**src/rtl/ysyx_24110015_ifu_prefetch.sv**
```systemverilog
// Instruction prefetch buffer. It issues in-order fetch requests under a credit limit,
// queues the responses in a FIFO, and discards stale responses after a redirect.
module ysyx_24110015_ifu_prefetch #(
  parameter int unsigned       ADDR_W   = 32,
  parameter int unsigned       DATA_W   = 32,
  parameter int unsigned       DEPTH    = 4,
  parameter logic [ADDR_W-1:0] RESET_PC = ADDR_W'(32'h8000_0000)
) (
  input  logic              clk,
  input  logic              rst,
  output logic              req_valid,
  input  logic              req_ready,
  output logic [ADDR_W-1:0] req_addr,
  input  logic              rsp_valid,
  input  logic [DATA_W-1:0] rsp_data,
  input  logic              rsp_err,
  output logic              inst_valid,
  input  logic              inst_ready,
  output logic [DATA_W-1:0] inst,
  output logic [ADDR_W-1:0] inst_pc,
  output logic              inst_err,
  input  logic              redirect_valid,
  input  logic [ADDR_W-1:0] redirect_pc
);

  localparam int unsigned       PW      = $clog2(DEPTH);
  localparam int unsigned       CW      = $clog2(DEPTH) + 1;
  localparam logic [ADDR_W-1:0] PC_STEP = ADDR_W'(4);

  logic [ADDR_W-1:0] fetch_pc, fetch_pc_n;
  logic [ADDR_W-1:0] rsp_pc, rsp_pc_n;
  logic [ADDR_W-1:0] req_addr_n;
  logic              req_valid_n;
  logic [CW-1:0]     outst, outst_n;
  logic [CW-1:0]     drop_cnt, drop_n;
  logic              stale_pend, stale_n;
  logic [CW-1:0]     count, count_n;
  logic [PW-1:0]     wptr, wptr_n, rptr, rptr_n;
  logic              inst_valid_n;
  logic              hs, pop, push, credit;
  logic [ADDR_W-1:0] redir_pc;
  logic              redir_lsb_unused;

  logic [DATA_W-1:0] mem_data [DEPTH];
  logic [ADDR_W-1:0] mem_pc   [DEPTH];
  logic              mem_err  [DEPTH];

  assign hs               = req_valid & req_ready;
  assign pop              = inst_valid & inst_ready;
  assign redir_pc         = {redirect_pc[ADDR_W-1:2], 2'b00};
  assign redir_lsb_unused = ^redirect_pc[1:0];

  assign inst    = mem_data[rptr];
  assign inst_pc = mem_pc[rptr];
  assign inst_err = mem_err[rptr];

  // Next-state: drop accounting, FIFO pointers, credit-limited request issue
  always_comb begin
    fetch_pc_n   = fetch_pc;
    rsp_pc_n     = rsp_pc;
    req_valid_n  = req_valid;
    req_addr_n   = req_addr;
    outst_n      = outst + CW'(hs) - CW'(rsp_valid);
    drop_n       = drop_cnt;
    stale_n      = stale_pend;
    count_n      = count;
    wptr_n       = wptr;
    rptr_n       = rptr;
    push         = 1'b0;
    credit       = 1'b0;
    inst_valid_n = 1'b0;

    if (redirect_valid) begin
      fetch_pc_n = redir_pc;
      rsp_pc_n   = redir_pc;
      drop_n     = outst + CW'(hs) - CW'(rsp_valid);
      stale_n    = req_valid & ~req_ready;
      count_n    = '0;
      wptr_n     = '0;
      rptr_n     = '0;
    end else begin
      if (rsp_valid) begin
        if (drop_cnt != '0) begin
          drop_n = drop_cnt - 1'b1;
        end else begin
          push     = 1'b1;
          rsp_pc_n = rsp_pc + PC_STEP;
          wptr_n   = wptr + 1'b1;
        end
      end
      // A request held across a redirect is stale once it is finally accepted
      if (hs && stale_pend) begin
        drop_n  = drop_n + 1'b1;
        stale_n = 1'b0;
      end
      if (pop) rptr_n = rptr + 1'b1;
      count_n = count + CW'(push) - CW'(pop);
    end

    credit = ((CW+1)'(count_n) + (CW+1)'(outst_n)) < (CW+1)'(DEPTH);
    if (!req_valid || hs) begin
      req_valid_n = credit;
      if (credit) begin
        req_addr_n = fetch_pc_n;
        fetch_pc_n = fetch_pc_n + PC_STEP;
      end
    end
    inst_valid_n = (count_n != '0);
  end

  always_ff @(posedge clk) begin
    if (rst) begin
      fetch_pc   <= RESET_PC;
      rsp_pc     <= RESET_PC;
      req_valid  <= 1'b0;
      req_addr   <= '0;
      outst      <= '0;
      drop_cnt   <= '0;
      stale_pend <= 1'b0;
      count      <= '0;
      wptr       <= '0;
      rptr       <= '0;
      inst_valid <= 1'b0;
      for (int i = 0; i < int'(DEPTH); i++) begin
        mem_data[i] <= '0;
        mem_pc[i]   <= '0;
        mem_err[i]  <= 1'b0;
      end
    end else begin
      fetch_pc   <= fetch_pc_n;
      rsp_pc     <= rsp_pc_n;
      req_valid  <= req_valid_n;
      req_addr   <= req_addr_n;
      outst      <= outst_n;
      drop_cnt   <= drop_n;
      stale_pend <= stale_n;
      count      <= count_n;
      wptr       <= wptr_n;
      rptr       <= rptr_n;
      inst_valid <= inst_valid_n;
      if (push) begin
        mem_data[wptr] <= rsp_data;
        mem_pc[wptr]   <= rsp_pc;
        mem_err[wptr]  <= rsp_err;
      end
    end
  end

endmodule

```
**config.mk**
```make
export PLATFORM = sky130hd
export DESIGN_NAME = ysyx_24110015_ifu_prefetch
export DESIGN_NICKNAME = d
export VERILOG_FILES = /design/src/rtl/ysyx_24110015_ifu_prefetch.sv
export SDC_FILE = /design/constraint.sdc
export NUM_CORES = 1
export LEC_CHECK = 0
export ABC_AREA = 1
export BUFFER_PORTS_ARGS = -buffer_cell sky130_fd_sc_hd__buf_4
export CAP_MARGIN = 5
export CORE_MARGIN = 5
export CORE_UTILIZATION = 60
export DETAILED_ROUTE_END_ITERATION = 12
export HOLD_SLACK_MARGIN = 0.08
export PLACE_DENSITY = 0.82
export SYNTH_ARGS = -nofsm -noshare
export SYNTH_HDL_FRONTEND = slang
export SYNTH_SLANG_ARGS = --single-unit
```
**constraint.sdc**
```tcl
create_clock -name clk -period 19.83 [get_ports clk]
set_input_delay 2.9745 -clock clk [delete_from_list [all_inputs] [get_ports clk]]
set_output_delay 2.9745 -clock clk [all_outputs]
set_load 0.02 [all_outputs]
```
==> qor.csv, run 1 <==
metric;value;unit
ys_seq_elements;364;
io_buffers;165;
yosysSeqAreaShare;59.2;%
cp-start-kind;input pin;
syn_inst;1851;
ys_async_sr_fraction;0;%
cp_top_family;simple AND/OR/NAND/NOR gates;
post_cts_resized;0;
diodes;0;
final_cell_mix;nor2_1, nand2_1, edfxtp_1;
post_drt_wl_per_cell;17.3;microns
power_density;106;nW/um^2
clkLatencyLatePin;0.53;ns
fin_crit_sh;33.5;%
htree_levels;2;
syn_avg_cell_area;8.94;sq um
dieArea;31000;sq um
endpoint_kind;flip-flop;
hold_buffers;0;
internal-power;0.00142;W
grt_pass1_wl;65.7;mm
timing.fmax;0.150;GHz
stdcell_area;19200;sq um
period_needed;6.65;ns
rows;60;
clkSinkCount;364;
post_cts_buffers;0;
wl;41.1;mm
hpwl;24.6;mm
clk_path_buf_depth;3;
fp.dieW;176;microns
path_buf_inv;5;
synth_edf_count;252;
finalNetCount;2060;
ys.flop_type;edfxtp_1;
vias_per_cell;5.69;
cp_max_fo;34;
ys_types;44;
cp.arrival;7.06;ns
setup_viol;0;
postRouteAntennaNets;0;
grt_use_total;25.9;%
ios;170;
cts_buffers;38;
gp_congestion;0.905;
grt_pass1_vias;13300;
hold_path_class;flip-flop to flip-flop;
cts_root_buf;clkbuf_16;
grt_start_max_net_pins;86;
placed_area;18000;sq um
fp.dieH;176;microns
path_cells;buf_4 -> nand3_1 -> ha_1 -> inv_1 -> ha_1 -> inv_1 -> fa_1 -> nor2_1 -> nand3b_1 -> inv_1 -> ha_1 -> nor3_1 -> nand3_2 -> inv_2 -> nand2_2 -> nor2_1 -> nand2_1 -> o21ai_0 -> nor2_1;
crit_type;input pin to flip-flop;
tns;0;ns
drtIter0Drc;1205;
yosys_warnings;0;
vias;13500;
core-area;27100;sq um
gr-total-overflow;0;
critPathRequiredTime;20.24;ns
final_common_cell;nor2_1;
p_leak;7.92;nW
final_cells;2374;
first_pass_iters;5;
drc_errors;0;
drv_cap;0;
area_growth_syn_to_layout;15.8;%
rsz0062_at_grt;false;
cp_slowest_cell;inv_2;
p_seq_share;45.3;%
layout-drive-gt1-share;15.1;%
peakVddDrop;90.1;uV
critPathMaxStageDelay;0.67;ns
n_fill_cell;2025;
worst_slew_pin_slew;0.961;ns
relSlewSlack;35.9;%
fin_skew;0.0195;ns
clock_power_share;34.0;%
switching_share;29.9;%
cts_tree;yes;
hold_violations;0;
comb_power_share;20.7;%
syn_area;16600;sq um
dp_cells;2308;
antenna_found_initial;0;
drv_slew;0;
clk_pin_slew;0.06;ns
switchingPower;0.000607;W
initial_core_util;61.1;%
status;completed;
[cell families (layout without fill, tap and decap cells)]
group | after synthesis | after routing | share of synthesized area (%)
AO/OA/AOI/OAI | 329 | 329 | 10.8
AND/OR/NAND/NOR | 872 | 872 | 21.8
adder cells (fa/ha/maj) | 13 | 13 | 1.07
other | 1 | 2 | 0.0226
buffers and inverters | 261 | 411 | 6.43
flip-flops | 364 | 364 | 59.2
XOR/XNOR | 11 | 11 | 0.582
[sequential cells by signal (all words and copies together) (netlist names), 3 cells and up, named ones only]
register,cells
mem_data,128
mem_pc,120
fetch_pc,32
req_addr,32
rsp_pc,30
mem_err,4
count,3
drop_cnt,3
outst,3
[cell usage after synthesis (12+ instances only)]
| master | number | share of area, % |
|---|---|---|
| edfxtp_1 | 252 | 46 |
| inv_1 | 152 | 3.4 |
| nand2_2 | 25 | 0.94 |
| inv_2 | 12 | 0.27 |
| nand2_1 | 272 | 6.2 |
| nor2_1 | 460 | 10 |
| clkbuf_1 | 61 | 1.4 |
| dfxtp_1 | 112 | 14 |
| nand3_1 | 53 | 1.6 |
| a21oi_1 | 48 | 1.5 |
| nor3_1 | 17 | 0.51 |
| buf_2 | 22 | 0.67 |
| o22ai_1 | 65 | 2.5 |
| a31oi_1 | 18 | 0.68 |
| nand4_1 | 13 | 0.49 |
| o21ai_0 | 184 | 5.6 |
[through the flow]
| step | setup WS [ns] | hold slack [ns] | util [%] | total power [W] |
|---|---|---|---|---|
| global placement | 12.70 | 0.430 | 66.3 | 0.00134 |
| floorplan | 10.99 | 0.416 | - | 0.00120 |
| finish | 13.18 | 0.442 | 70.8 | 0.00203 |
| detailed placement | 12.69 | 0.434 | 66.3 | 0.00135 |
| CTS | 13.23 | 0.442 | 70.8 | 0.00203 |
| global route | 12.79 | 0.462 | 70.8 | 0.00212 |
[final cells by class]
cell class	count	area (sq um)	share of cell area (%)
Multi-Input combinational cell	1227	5720	29.8
Sequential cell	364	9810	51.2
Clock inverter	12	131	0.685
Timing Repair Buffer	177	1330	6.93
Tap cell	372	465	2.43
Inverter	168	637	3.32
Clock buffer	54	1080	5.61
[worst reg2reg max path: cells and delay by family (launching register included)]
kind	cells	cell delay, ns
AO/OA/AOI/OAI	1	0.16
flip-flops	1	0.29
adder cells (fa/ha/maj)	5	1.35
buffers and inverters	5	0.92
AND/OR/NAND/NOR	9	1.85
[worst paths after layout]
kind / from / end / slack [ns] / depth (start not counted)
setup / recovery: rsp_valid / fetch_pc[10] / 13.18 / 19
hold reg to reg: fetch_pc[1] / fetch_pc[1] / 0.44 / 2
setup reg to reg: drop_cnt[0] / fetch_pc[10] / 15.14 / 20
hold / removal: fetch_pc[1] / fetch_pc[1] / 0.44 / 2
[routing by layer]
| metal | share of wire, % | GRT usage, % | vias to the layer above |
|---|---|---|---|
| li1 | - | - | 6396 |
| met1 | 40 | 34.4 | 6450 |
| met2 | 49 | 44.8 | 574 |
| met3 | 8.1 | 3.40 | 79 |
| met4 | 2.8 | 8.09 | 0 |
| met5 | 0 | 0 | - |
[power by group through the flow]
stage	combinational, W	clock, W	sequential (W)
5_1_grt	0.000464	0.000727	0.000927
2_1_floorplan	0.000245	0	0.000959
3_5_place_dp	0.000418	0	0.000933
4_1_cts	0.000420	0.000696	0.000919
3_3_place_gp	0.000409	0	0.000932
6_report	0.000421	0.000690	0.000919
(Power assumes the default switching activity.)
==> run 2, diff against run 1 <==
Settings changed: CORE_UTILIZATION 60 to 59, PLACE_DENSITY 0.82 to 0.81.
Clock period 19.83 ns to 6.4 ns, I/O delays scaled along.
==> run 2 against run 1 <==
Compared with the run above:
- count of clock-buffer cells in the layout decreased by 2
- worst setup slack got worse by 11 ns
- clock power increased to 2.9 times the previous value
- register-to-register slack got worse by 13 ns
- non-clock buffer count increased by 5
- critical endpoint is now fetch_pc[30]
- final area decreased by 0.24%
- wire length increased by 0.99%
- sequential share of layout area increased by 0.12 points
- via count decreased by 0.67%
- largest cell class unchanged
- flip-flop and latch count unchanged
- critical path type is now flip-flop to flip-flop
- critical path depth increased by 3
- first-iteration DRC count increased by 3.7%
==> qor.csv, run 2 (same netlist as run 1, synthesis figures left out) <==
metric;value;unit;change
largest_reg_flops;128;;unchanged
path_buf_inv;7;;+2
ios;170;;unchanged
comb_power_share;21.5;%;+0.8 points
gp_congestion;0.934;;+3.2%
cp_slowest_cell;ha_1;;
drtIter0Drc;1250;;+3.7%
vias;13400;;-0.67%
htree_levels;2;;unchanged
grt_use_total;25.8;%;-0.10 points
hold_buffers;0;;unchanged
reg2reg_depth;22;;+10%
largestRegisters;mem_data x128, mem_pc x120;;
fin_crit_sh;65.6;%;
switchingPower;0.00188;W;+210%
total_power;0.00620;W;+210%
cp_num_cells;22;;+3
grt_pass1_vias;13100;;-1.9%
rsz0062_at_grt;false;;
cp-start-kind;flip-flop;;
path_cells;inv_1 -> ha_1 -> nand3_1 -> ha_1 -> inv_1 -> ha_1 -> inv_1 -> fa_1 -> nor2_1 -> nand3b_1 -> inv_1 -> ha_1 -> nor3_1 -> nand3_2 -> buf_4 -> inv_2 -> buf_4 -> nand2_1 -> nor2_1 -> nand3_1 -> nand2_1 -> nor2_1;;
grt_pass1_wl;65.5;mm;-0.30%
holdPathStages;2;;unchanged
period_needed;4.20;ns;
clkSinkCount;364;;unchanged
hpwl;25.3;mm;+2.9%
fin_skew;0.0233;ns;+0.00377 ns
timing.fmax;0.238;GHz;
finalNetCount;2065;;+0.24%
crit_type;flip-flop to flip-flop;;
power_density;324;nW/um^2;+210%
p_leak;7.89;nW;-0.46%
critPathRequiredTime;6.81;ns;-13.43 ns
switching_share;30.3;%;+0.43 points
vias_per_cell;5.62;;-1.2%
status;completed;;
dieArea;31500;sq um;+1.6%
core-area;27800;sq um;+2.5%
fp.dieW;178;microns;+0.79%
tns;0;ns;unchanged
cp_top_family;adder cells;;
p_seq_share;45.9;%;+0.6 points
cts_root_buf;clkbuf_16;;
critPathMaxStageDelay;0.40;ns;-0.27 ns
setup_viol;0;;unchanged
drv_cap;0;;unchanged
worst_slew_pin_slew;1.03;ns;+0.0727 ns
wl;41.5;mm;+0.99%
hold_path_class;flip-flop to flip-flop;;
clock_power_share;32.6;%;-1.4 points
grt_start_max_net_pins;87;;+1.2%
peakVddDrop;294;uV;+230%
internal-power;0.00432;W;+200%
cp_max_fo;27;;-21%
final_common_cell;nor2_1;;
io_buffers;165;;unchanged
first_pass_iters;5;;unchanged
diodes;0;;unchanged
post_cts_buffers;0;;unchanged
cp.arrival;4.61;ns;-2.45 ns
drv_slew;0;;unchanged
initial_core_util;59.6;%;-1.5 points
layout-drive-gt1-share;15.0;%;-0.10 points
cts_buffers;38;;unchanged
rows;61;;+1.7%
antenna_found_initial;0;;unchanged
clk_path_buf_depth;3;;unchanged
top_register;mem_data;;
final_cell_mix;nor2_1, nand2_1, edfxtp_1;;
cts_tree;yes;;
post_drt_wl_per_cell;17.4;microns;+0.44%
hold_violations;0;;unchanged
finish.utilization;68.9;%;-1.9 points
relSlewSlack;31.0;%;-4.9 points
clk_pin_slew;0.06;ns;about the same
gr-total-overflow;0;;unchanged
fp.dieH;178;microns;+0.79%
clkLatencyLatePin;0.53;ns;about the same
drc_errors;0;;unchanged
endpoint_kind;flip-flop;;
post_cts_resized;0;;unchanged
postRouteAntennaNets;0;;unchanged
area_growth_syn_to_layout;15.5;%;
[run 2: changes by cell type in the layout (fill, tap and decap cells not counted), sizes merged]
| cell | delta |
|---|---|
| inv | +2 |
| clkbuf | -2 |
| clkinv | +4 |
| bufinv | -2 |
| buf | +5 |
[run 2: power groups by stage]
stage                     sequential (W)  clock [W]  combinational (W)
after detailed placement         0.00289          0            0.00133
after global routing             0.00287    0.00215            0.00147
final                            0.00285    0.00202            0.00133
after CTS                        0.00285    0.00203            0.00134
after floorplan                  0.00297          0           0.000761
after global placement           0.00289          0            0.00130
[run 2: area by class of cell]
cell class                      count  area [sq um]
Inverter                          168           637
Multi-Input combinational cell   1227          5720
Fill cell                        2215          8650
Clock inverter                     16          77.6
Sequential cell                   364          9810
Timing Repair Buffer              182          1370
Clock buffer                       52          1040
Tap cell                          378           473
[run 2: routing by layer]
layer	vias to the layer above	wire [microns]	track usage (%)
li1	6420	-	-
met1	6264	16500	33.1
met2	623	20300	45.0
met3	102	3400	4.41
met4	0	1280	8.31
met5	-	0	0
[run 2: path summary, 6_finish.rpt]
path,start,endpoint,slack [ns]
worst max-delay path,drop_cnt[0],fetch_pc[30],2.20
worst min-delay path,fetch_pc[0],fetch_pc[0],0.43
worst max register to register,drop_cnt[0],fetch_pc[30],2.20
worst min register to register,fetch_pc[0],fetch_pc[0],0.43
[run 2: per-stage QoR]
stage	worst slack, ns	cells	hold slack [ns]	cell area (sq um)
after floorplan	1.55	1852	0.416	16600
after detailed placement	1.75	2319	0.427	18000
after CTS	2.20	2387	0.435	19100
final	2.20	2387	0.435	19100
after global routing	1.81	2387	0.479	19100
after global placement	1.80	2319	0.426	18000
[run 2: worst min-delay path, stage by stage (launching register included)]
cell and delay, ns:
dfxtp_1 0.29, nand2_1 0.05, nor2_1 0.04
==> run 3, diff against run 2 <==
Clock period 6.4 ns to 4.1 ns, I/O delays scaled along.
==> run 3 against run 2 <==
Compared with the run above:
- count of clock-buffer cells in the layout fell by 1
- critical path type unchanged
- maximum frequency rose by 22%
- wire length rose by 1.5%
- clock power rose by 72%
- register-to-register slack got worse by 1.5 ns
- combinational power rose by 63%
- final cell count rose by 0.42%
- via count rose by 0.43%
- first-iteration DRC count fell by 7.6%
- critical path depth fell by 2
- core utilization rose by 0.92 points
==> qor.csv, run 3 (same netlist as run 1, synthesis figures left out) <==
metric;value;unit;change
status;completed;;
cts_buffers;38;;unchanged
largest_reg_flops;128;;unchanged
vias_per_cell;5.62;;about the same
postRouteAntennaNets;0;;unchanged
cp_slowest_cell;fa_1;;
final_common_cell;nor2_1;;
hold_buffers;0;;unchanged
hold_slack;0.346;ns;-0.0892 ns
switchingPower;0.00301;W;+60%
antenna_found_initial;1;;+1
rows;61;;unchanged
hpwl;26.2;mm;+3.6%
p_leak;8.02;nW;+1.7%
power_density;519;nW/um^2;+60%
area_growth_syn_to_layout;17.1;%;
vias;13500;;+0.43%
post_cts_resized;0;;unchanged
crit_type;flip-flop to flip-flop;;
cp_max_fo;26;;-3.7%
clk_path_buf_depth;3;;unchanged
critPathRequiredTime;4.57;ns;-2.24 ns
fp.dieH;178;microns;unchanged
hold_violations;0;;unchanged
ios;170;;unchanged
initial_core_util;59.6;%;unchanged
relSlewSlack;43.4;%;+12 points
comb_power_share;21.5;%;about the same
rsz0062_at_grt;false;;
timing.fmax;0.291;GHz;+22%
tns;0;ns;unchanged
critPathMaxStageDelay;0.38;ns;-0.02 ns
gp_congestion;0.937;;+0.37%
grt_start_max_net_pins;72;;-17%
peakVddDrop;370;uV;+26%
setup_viol;0;;unchanged
grt_use_total;26.4;%;+0.52 points
grt_pass1_wl;66.9;mm;+2.1%
drv_cap;0;;unchanged
htree_levels;2;;unchanged
drc_errors;0;;unchanged
final_cell_mix;nor2_1, nand2_1, edfxtp_1;;
fin_crit_sh;83.7;%;+18 points
fp.dieW;178;microns;unchanged
first_pass_iters;7;;+2
endpoint_kind;flip-flop;;
cts_tree;yes;;
period_needed;3.43;ns;-0.766 ns
clk_pin_slew;0.06;ns;about the same
path_cells;inv_1 -> ha_1 -> nand3_1 -> ha_1 -> inv_1 -> ha_1 -> inv_1 -> fa_1 -> nor2_1 -> nand3b_1 -> inv_1 -> ha_1 -> nor3_1 -> nand3_2 -> buf_4 -> nor3_1 -> nand3b_1 -> nand2_1 -> nand2_1 -> nor2_1;;
io_buffers;165;;unchanged
finalNetCount;2074;;+0.44%
clock_power_share;34.5;%;+1.9 points
gr-total-overflow;0;;unchanged
grt_pass1_vias;13200;;+0.73%
internal-power;0.00706;W;+63%
drtIter0Drc;1155;;-7.6%
diodes;0;;unchanged
largestRegisters;mem_data x128, mem_pc x120;;
clkSinkCount;364;;unchanged
hold_path_class;input pin to flip-flop;;
cts_root_buf;clkbuf_16;;
layout-drive-gt1-share;15.7;%;+0.72 points
drv_slew;0;;unchanged
fin_skew;0.0144;ns;-0.00884 ns
n_fill_cell;2140;;-3.4%
cp.arrival;3.90;ns;-0.71 ns
clkLatencyLatePin;0.53;ns;about the same
switching_share;29.9;%;-0.44 points
core-area;27800;sq um;unchanged
cp-start-kind;flip-flop;;
p_seq_share;44.0;%;-1.9 points
worst_slew_pin_slew;0.849;ns;-0.185 ns
wl;42.1;mm;+1.5%
dieArea;31500;sq um;unchanged
post_cts_buffers;0;;unchanged
top_register;mem_data;;
post_drt_wl_per_cell;17.6;microns;+1.1%
## run 3: cell types whose count changed in the layout (fill, tap and decap cells not counted), sizes merged
cell    before  now
clkbuf      52   51
bufinv       0    4
buf        182  191
inv        167  165
## run 3: stage by stage
step / std cells / total power [W] / cell area [sq um] / worst slack [ns] / utilization, %
after floorplan: 1852 / 0.00583 / 16600 / 0.626 / -
after global placement: 2328 / 0.00660 / 18100 / 0.571 / 65.3
after detailed placement: 2328 / 0.00667 / 18100 / 0.542 / 65.3
after CTS: 2397 / 0.0101 / 19400 / 0.688 / 69.8
after global routing: 2397 / 0.0105 / 19400 / 0.437 / 69.8
final: 2397 / 0.0101 / 19400 / 0.668 / 69.8
## run 3: power by group through the flow
stage                     registers (W)  clock network (W)  logic [W]
after floorplan                 0.00464                  0    0.00119
after global placement          0.00450                  0    0.00211
after detailed placement        0.00450                  0    0.00216
after CTS                       0.00443            0.00350    0.00218
after global routing            0.00446            0.00366    0.00237
final                           0.00443            0.00347    0.00217
## run 3: worst paths after layout
| check | from | end | slack [ns] | cells after the start |
|---|---|---|---|---|
| min reg2reg | fetch_pc[0] | fetch_pc[0] | 0.44 | 2 |
| min | redirect_pc[31] | rsp_pc[31] | 0.35 | 3 |
| max | drop_cnt[0] | fetch_pc[20] | 0.67 | 20 |
| max reg2reg | drop_cnt[0] | fetch_pc[20] | 0.67 | 20 |
## run 3: cell type report
type / instances / area, sq um / area share (%)
inverter: 168 / 637 / 3.28
timing repair buffer: 191 / 1500 / 7.72
sequential: 364 / 9810 / 50.6
multi-input combinational: 1227 / 5710 / 29.5
clock buffer: 51 / 1040 / 5.37
tap: 378 / 473 / 2.44
clock inverter: 18 / 213 / 1.10
## run 3: per-layer routing
layer,global-route usage (%),up-vias,routed length [microns]
met5,0,-,27
met4,7.41,2,826
met3,4.43,79,3450
met2,45.5,596,20700
met1,34.6,6362,17100
li1,-,6428,-
## run 3: critical path, delay by kind of cell (launching register included)
| family | cells | cell delay (ns) |
|---|---|---|
| adders and majority gates | 5 | 1.25 |
| and+or+nand+nor | 10 | 1.33 |
| DFF | 1 | 0.29 |
| buffers and inverters | 5 | 0.49 |
